<file path="config.mk">
export PLATFORM = sky130hd
export DESIGN_NAME = io_input_conditioner
export DESIGN_NICKNAME = d
export VERILOG_FILES = /design/src/rtl/io_input_conditioner.sv
export SDC_FILE = /design/constraint.sdc
export NUM_CORES = 1
export LEC_CHECK = 0
export ABC_AREA = 0
export ABC_CLOCK_PERIOD_IN_PS = 3300
export CORE_ASPECT_RATIO = 1.4
export CORE_MARGIN = 8
export CORE_UTILIZATION = 50
export CTS_BUF_LIST = sky130_fd_sc_hd__clkbuf_8 sky130_fd_sc_hd__clkbuf_16
export CTS_CLUSTER_SIZE = 14
export DETAILED_ROUTE_END_ITERATION = 7
export GPL_TIMING_DRIVEN = 0
export PLACE_DENSITY = 0.76
export SYNTH_ARGS = -nofsm -noshare
export SYNTH_HDL_FRONTEND = slang
export SYNTH_SLANG_ARGS = --single-unit
</file>
<file path="constraint.sdc">
create_clock -name i_clk -period 3.3 [get_ports i_clk]
set_input_delay 0.66 -clock i_clk [delete_from_list [all_inputs] [get_ports i_clk]]
set_output_delay 0.66 -clock i_clk [all_outputs]
set_load 0.02 [all_outputs]
</file>
<file path="src/rtl/io_input_conditioner.sv">
// ============================================================================
// io_input_conditioner : sync + debounce of SW/KEY pins, key press/release/sticky
// Rev 1.0
// ============================================================================
`default_nettype none

module io_input_conditioner #(
    parameter int N_SW     = 10,
    parameter int N_KEY    = 4,
    parameter int TICK_DIV = 250,
    parameter int DB_TICKS = 400
) (
    input  logic             i_clk,
    input  logic             i_reset,
    input  logic [N_SW-1:0]  i_sw_raw,
    input  logic [N_KEY-1:0] i_key_n_raw,
    input  logic [N_KEY-1:0] i_sticky_clr,
    output logic [N_SW-1:0]  o_sw_db,
    output logic [N_KEY-1:0] o_key_db,
    output logic [N_KEY-1:0] o_key_press,
    output logic [N_KEY-1:0] o_key_release,
    output logic [N_KEY-1:0] o_key_sticky,
    output logic [31:0]      o_io_sw
);

    localparam int NCH = N_SW + N_KEY;
    localparam int CW  = $clog2(DB_TICKS + 1);

    typedef enum logic {
        STABLE  = 1'b0,
        PENDING = 1'b1
    } ch_state_t;

    logic [N_SW-1:0]  sw_s1, sw_s2;
    logic [N_KEY-1:0] key_s1, key_s2;
    logic [NCH-1:0]   sync_lvl;
    logic [NCH-1:0]   db, db_nxt;
    logic             tick;

    // Keys idle high at the pin, so their synchronisers reset to the released level
    always_ff @(posedge i_clk or negedge i_reset) begin
        if (!i_reset) begin
            sw_s1  <= '0;
            sw_s2  <= '0;
            key_s1 <= '1;
            key_s2 <= '1;
        end else begin
            sw_s1  <= i_sw_raw;
            sw_s2  <= sw_s1;
            key_s1 <= i_key_n_raw;
            key_s2 <= key_s1;
        end
    end

    assign sync_lvl = {~key_s2, sw_s2};

    generate
        if (TICK_DIV == 1) begin : g_tick_const
            assign tick = 1'b1;
        end else begin : g_tick_div
            localparam int PW = $clog2(TICK_DIV);
            logic [PW-1:0] pre;

            always_ff @(posedge i_clk or negedge i_reset) begin
                if (!i_reset) begin
                    pre <= '0;
                end else if (pre == PW'(TICK_DIV - 1)) begin
                    pre <= '0;
                end else begin
                    pre <= pre + 1'b1;
                end
            end

            assign tick = (pre == PW'(TICK_DIV - 1));
        end
    endgenerate

    generate
        for (genvar i = 0; i < NCH; i++) begin : g_ch
            ch_state_t     state;
            logic [CW-1:0] cnt, cnt_nxt;
            logic          db_n;

            always_ff @(posedge i_clk or negedge i_reset) begin
                if (!i_reset) begin
                    cnt <= '0;
                end else begin
                    cnt <= cnt_nxt;
                end
            end

            always_comb begin
                state   = (sync_lvl[i] == db[i]) ? STABLE : PENDING;
                cnt_nxt = '0;
                db_n    = db[i];
                case (state)
                    STABLE: cnt_nxt = '0;
                    PENDING: begin
                        cnt_nxt = cnt;
                        if (tick) begin
                            // Accept on the tick that would complete DB_TICKS
                            if (cnt == CW'(DB_TICKS - 1)) begin
                                db_n    = ~db[i];
                                cnt_nxt = '0;
                            end else begin
                                cnt_nxt = cnt + 1'b1;
                            end
                        end
                    end
                    default: cnt_nxt = '0;
                endcase
            end

            assign db_nxt[i] = db_n;
        end
    endgenerate

    always_ff @(posedge i_clk or negedge i_reset) begin
        if (!i_reset) begin
            db            <= '0;
            o_key_press   <= '0;
            o_key_release <= '0;
            o_key_sticky  <= '0;
        end else begin
            db            <= db_nxt;
            o_key_press   <= db_nxt[NCH-1:N_SW] & ~db[NCH-1:N_SW];
            o_key_release <= ~db_nxt[NCH-1:N_SW] & db[NCH-1:N_SW];
            o_key_sticky  <= (o_key_sticky & ~i_sticky_clr) | o_key_press;
        end
    end

    assign o_sw_db  = db[N_SW-1:0];
    assign o_key_db = db[NCH-1:N_SW];

    generate
        if (NCH < 32) begin : g_pad
            assign o_io_sw = {{(32 - NCH){1'b0}}, db};
        end else begin : g_nopad
            assign o_io_sw = db;
        end
    endgenerate

endmodule

`default_nettype wire
</file>
==> impl_metrics.json <==
{
  "layoutNonFillerInstCount": 1294,
  "drtAntennaViolNets": 0,
  "placementRows": 59,
  "synth_edf_count": 0,
  "slowest_stage": "clkdlybuf4s50_1",
  "finalPower_mw": 4.48,
  "max-vdd-ir-drop_v": 0.000323,
  "final.setup.tns_ns": 0,
  "dp_hpwl_um": 15000,
  "ys.flop_type": "dfrtp_1",
  "min_period_ns": 2.30,
  "grt.overflow.total": 0,
  "detailedPlace.worstSlack_ns": 1.01,
  "cts_tree": "done",
  "core-area_um2": 18400,
  "first_pass_iters": 5,
  "htree_levels": 4,
  "worst_pin_slew_ns": 0.832,
  "drive_gt1_share_pct": 10.4,
  "place_congestion": 0.863,
  "cts_hold_buf": 0,
  "slew_violations": 0,
  "cts_resized": 0,
  "routed-via-count": 7745,
  "finalCritPeriodShare_pct": 69.8,
  "ctsRootBufferMaster": "clkbuf_16",
  "post_cts_buffers": 0,
  "end_kind": "output port",
  "yosysUniqueCellTypes": 56,
  "die_h_um": 177,
  "place_area_um2": 10300,
  "final_net_count": 1073,
  "track_usage_pct": 19.8,
  "slowest_delay_ns": 0.59,
  "io_pins": 78,
  "design.die.area_um2": 23200,
  "powerDensity_nw_per_um2": 413,
  "hold_slack_ns": 0.203,
  "ys_seq_elements": 188,
  "wire_per_inst_um": 17.5,
  "regArea_um2": 4710,
  "max_slew_margin_pct": 44.5,
  "grt_max_degree": 110,
  "p_leak_nw": 4.55,
  "routed_via_density": 5.99,
  "crit_path_start": "db[11]",
  "cp.required_ns": 2.64,
  "placed_cells": 1262,
  "crit_chain": "buf_4 -> clkdlybuf4s50_1",
  "antenna_found_initial": 0,
  "path_delay_family": "buffers and inverters",
  "rsz0062_at_grt": "false",
  "multi_input_area_um2": 4160,
  "cts_made_buffers": 17,
  "cp_num_buf_inv": 2,
  "clock_path_buffers": 2,
  "grt_pass1_wl_um": 37600,
  "timing.max_cap.violations": 0,
  "synth.avg_cell_area_um2": 9.86,
  "synth_warnings": 0,
  "ys_async_sr_fraction_pct": 100,
  "finClkSkew_ns": 0.00774,
  "wl_um": 22700,
  "clk_pin_slew_ns": 0.07,
  "crit_type": "reg2out",
  "drt_first_iter_violations": 635,
  "drc": 0,
  "finalWorstSetupSlack_ns": 0.997,
  "grt_pass1_vias": 7703,
  "setup-violations-final": 0,
  "portBuffers": 59,
  "r2r-start": "g_tick_div.pre[1]",
  "clock-sinks": 188,
  "finish.utilization_pct": 59.0,
  "start_util_pct": 50.5,
  "nFillCells": 1533,
  "max_freq_mhz": 434,
  "syn-cell-area_um2": 9280,
  "die_x_um": 131,
  "hold_class": "in2async",
  "status": "complete, no violations",
  "setup.worst_path.start_class": "flip-flop",
  "ys_seq_area_share_pct": 50.8,
  "antenna_cells": 0,
  "arrival_ns": 1.64,
  "hold_viol_final": 0,
  "cp_max_fo": 7,
  "postSynthCellCount": 941,
  "final_cell_area_um2": 10800,
  "clk_latency_ns": 0.43,
  "syn_to_final_growth_pct": 16.9
}
where the power goes:
group / switching [mW] / internal [mW] / total [mW] / leakage [nW]
sequential: 0.0123 / 2.32 / 2.34 / 2.54
combinational: 0.0991 / 0.0483 / 0.147 / 1.75
clock: 0.910 / 1.08 / 1.99 / 0.265
total: 1.02 / 3.45 / 4.48 / 4.55
final cells by class:
type / count / area share, %
Timing Repair Buffer: 60 / 5.75
Clock inverter: 13 / 1.10
Buffer: 66 / 3.65
Clock buffer: 19 / 4.18
Multi-Input combinational cell: 685 / 38.4
Tap cell: 244 / 2.82
Sequential cell: 188 / 43.5
Inverter: 19 / 0.658
state kept, by name, summed over array words and instances (netlist names):
name,count
g_ch.cnt,126
db,14
sw_s1,10
sw_s2,10
g_tick_div.pre,8
key_s1,4
key_s2,4
o_key_press,4
o_key_release,4
o_key_sticky,4
worst reg2reg max path, cell delays in order (launching register included):
cell,delay (ns)
dfrtp_1,0.39
inv_1,0.06
ha_1,0.16
nand3b_1,0.22
nor2_1,0.18
clkbuf_1,0.65
o21ai_0,0.21
a32o_1,0.31
Yosys cell counts (all sizes together) (8+ instances only):
master  count  area [um2]
ha         16         200
nor4b       9        78.8
nor2       63         236
clkbuf     14        52.6
nand4      23         144
xnor2      22         193
or3        30         188
xor2       32         280
a21oi      72         360
dfstp       8         210
nor4        8        50.1
dfrtp     180        4500
o21ai      28         140
o31ai       9        67.6
nand3b      9        67.6
nor3       13        65.1
and4       10        87.6
mux2       10         113
a311oi     31         272
a31oi      13        81.3
nand2      98         375
and3       26         163
buf        52         343
o22ai      20         125
inv        19        71.3
nand3      73         365
metal layers:
layer | GRT usage [%] | wire [um] | vias up
met5 | 0 | 0 | -
met4 | 11.7 | 945 | 0
met3 | 3.98 | 1280 | 64
met2 | 33.6 | 11300 | 254
met1 | 23.0 | 9160 | 3826
li1 | - | - | 3601
layout by cell type (no fill, tap or decap), types with 16 or more instances in the layout:
cell,instances
xnor2_1,22
nor2_1,63
buf_4,33
buf_2,19
nand2_1,97
a21oi_1,72
ha_1,16
inv_1,20
o22ai_1,20
dfrtp_1,180
a311oi_1,31
nand4_1,23
clkdlybuf4s50_1,58
nand3_1,73
clkbuf_16,17
xor2_1,32
conb_1,18
and3_1,26
o21ai_0,28
or3_1,30
worst paths after layout:
kind | end | slack, ns | depth (start not counted)
worst max-delay path | o_key_db[1] | 1.0 | 2
worst min-delay path | o_key_sticky[0] | 0.20 | 1
worst max register to register | g_ch[5].cnt[6] | 1.0 | 7
worst min register to register | sw_s2[2] | 0.35 | 0
max in group asynchronous | g_ch[3].cnt[4] | 2.13 | 2
min in group i_clk | sw_s2[2] | 0.35 | 0
logic make-up after synthesis:
logic type / synth area share [%]
adders and majority gates: 2.16
xor gates and xnor gates: 5.10
and+or+nand+nor: 20.9
buffers and inverters: 5.03
other: 0.0404
AOI/OAI and AO/OA: 14.2
DFF: 50.8
muxes: 1.75
Power figures use the tool's default switching activity.
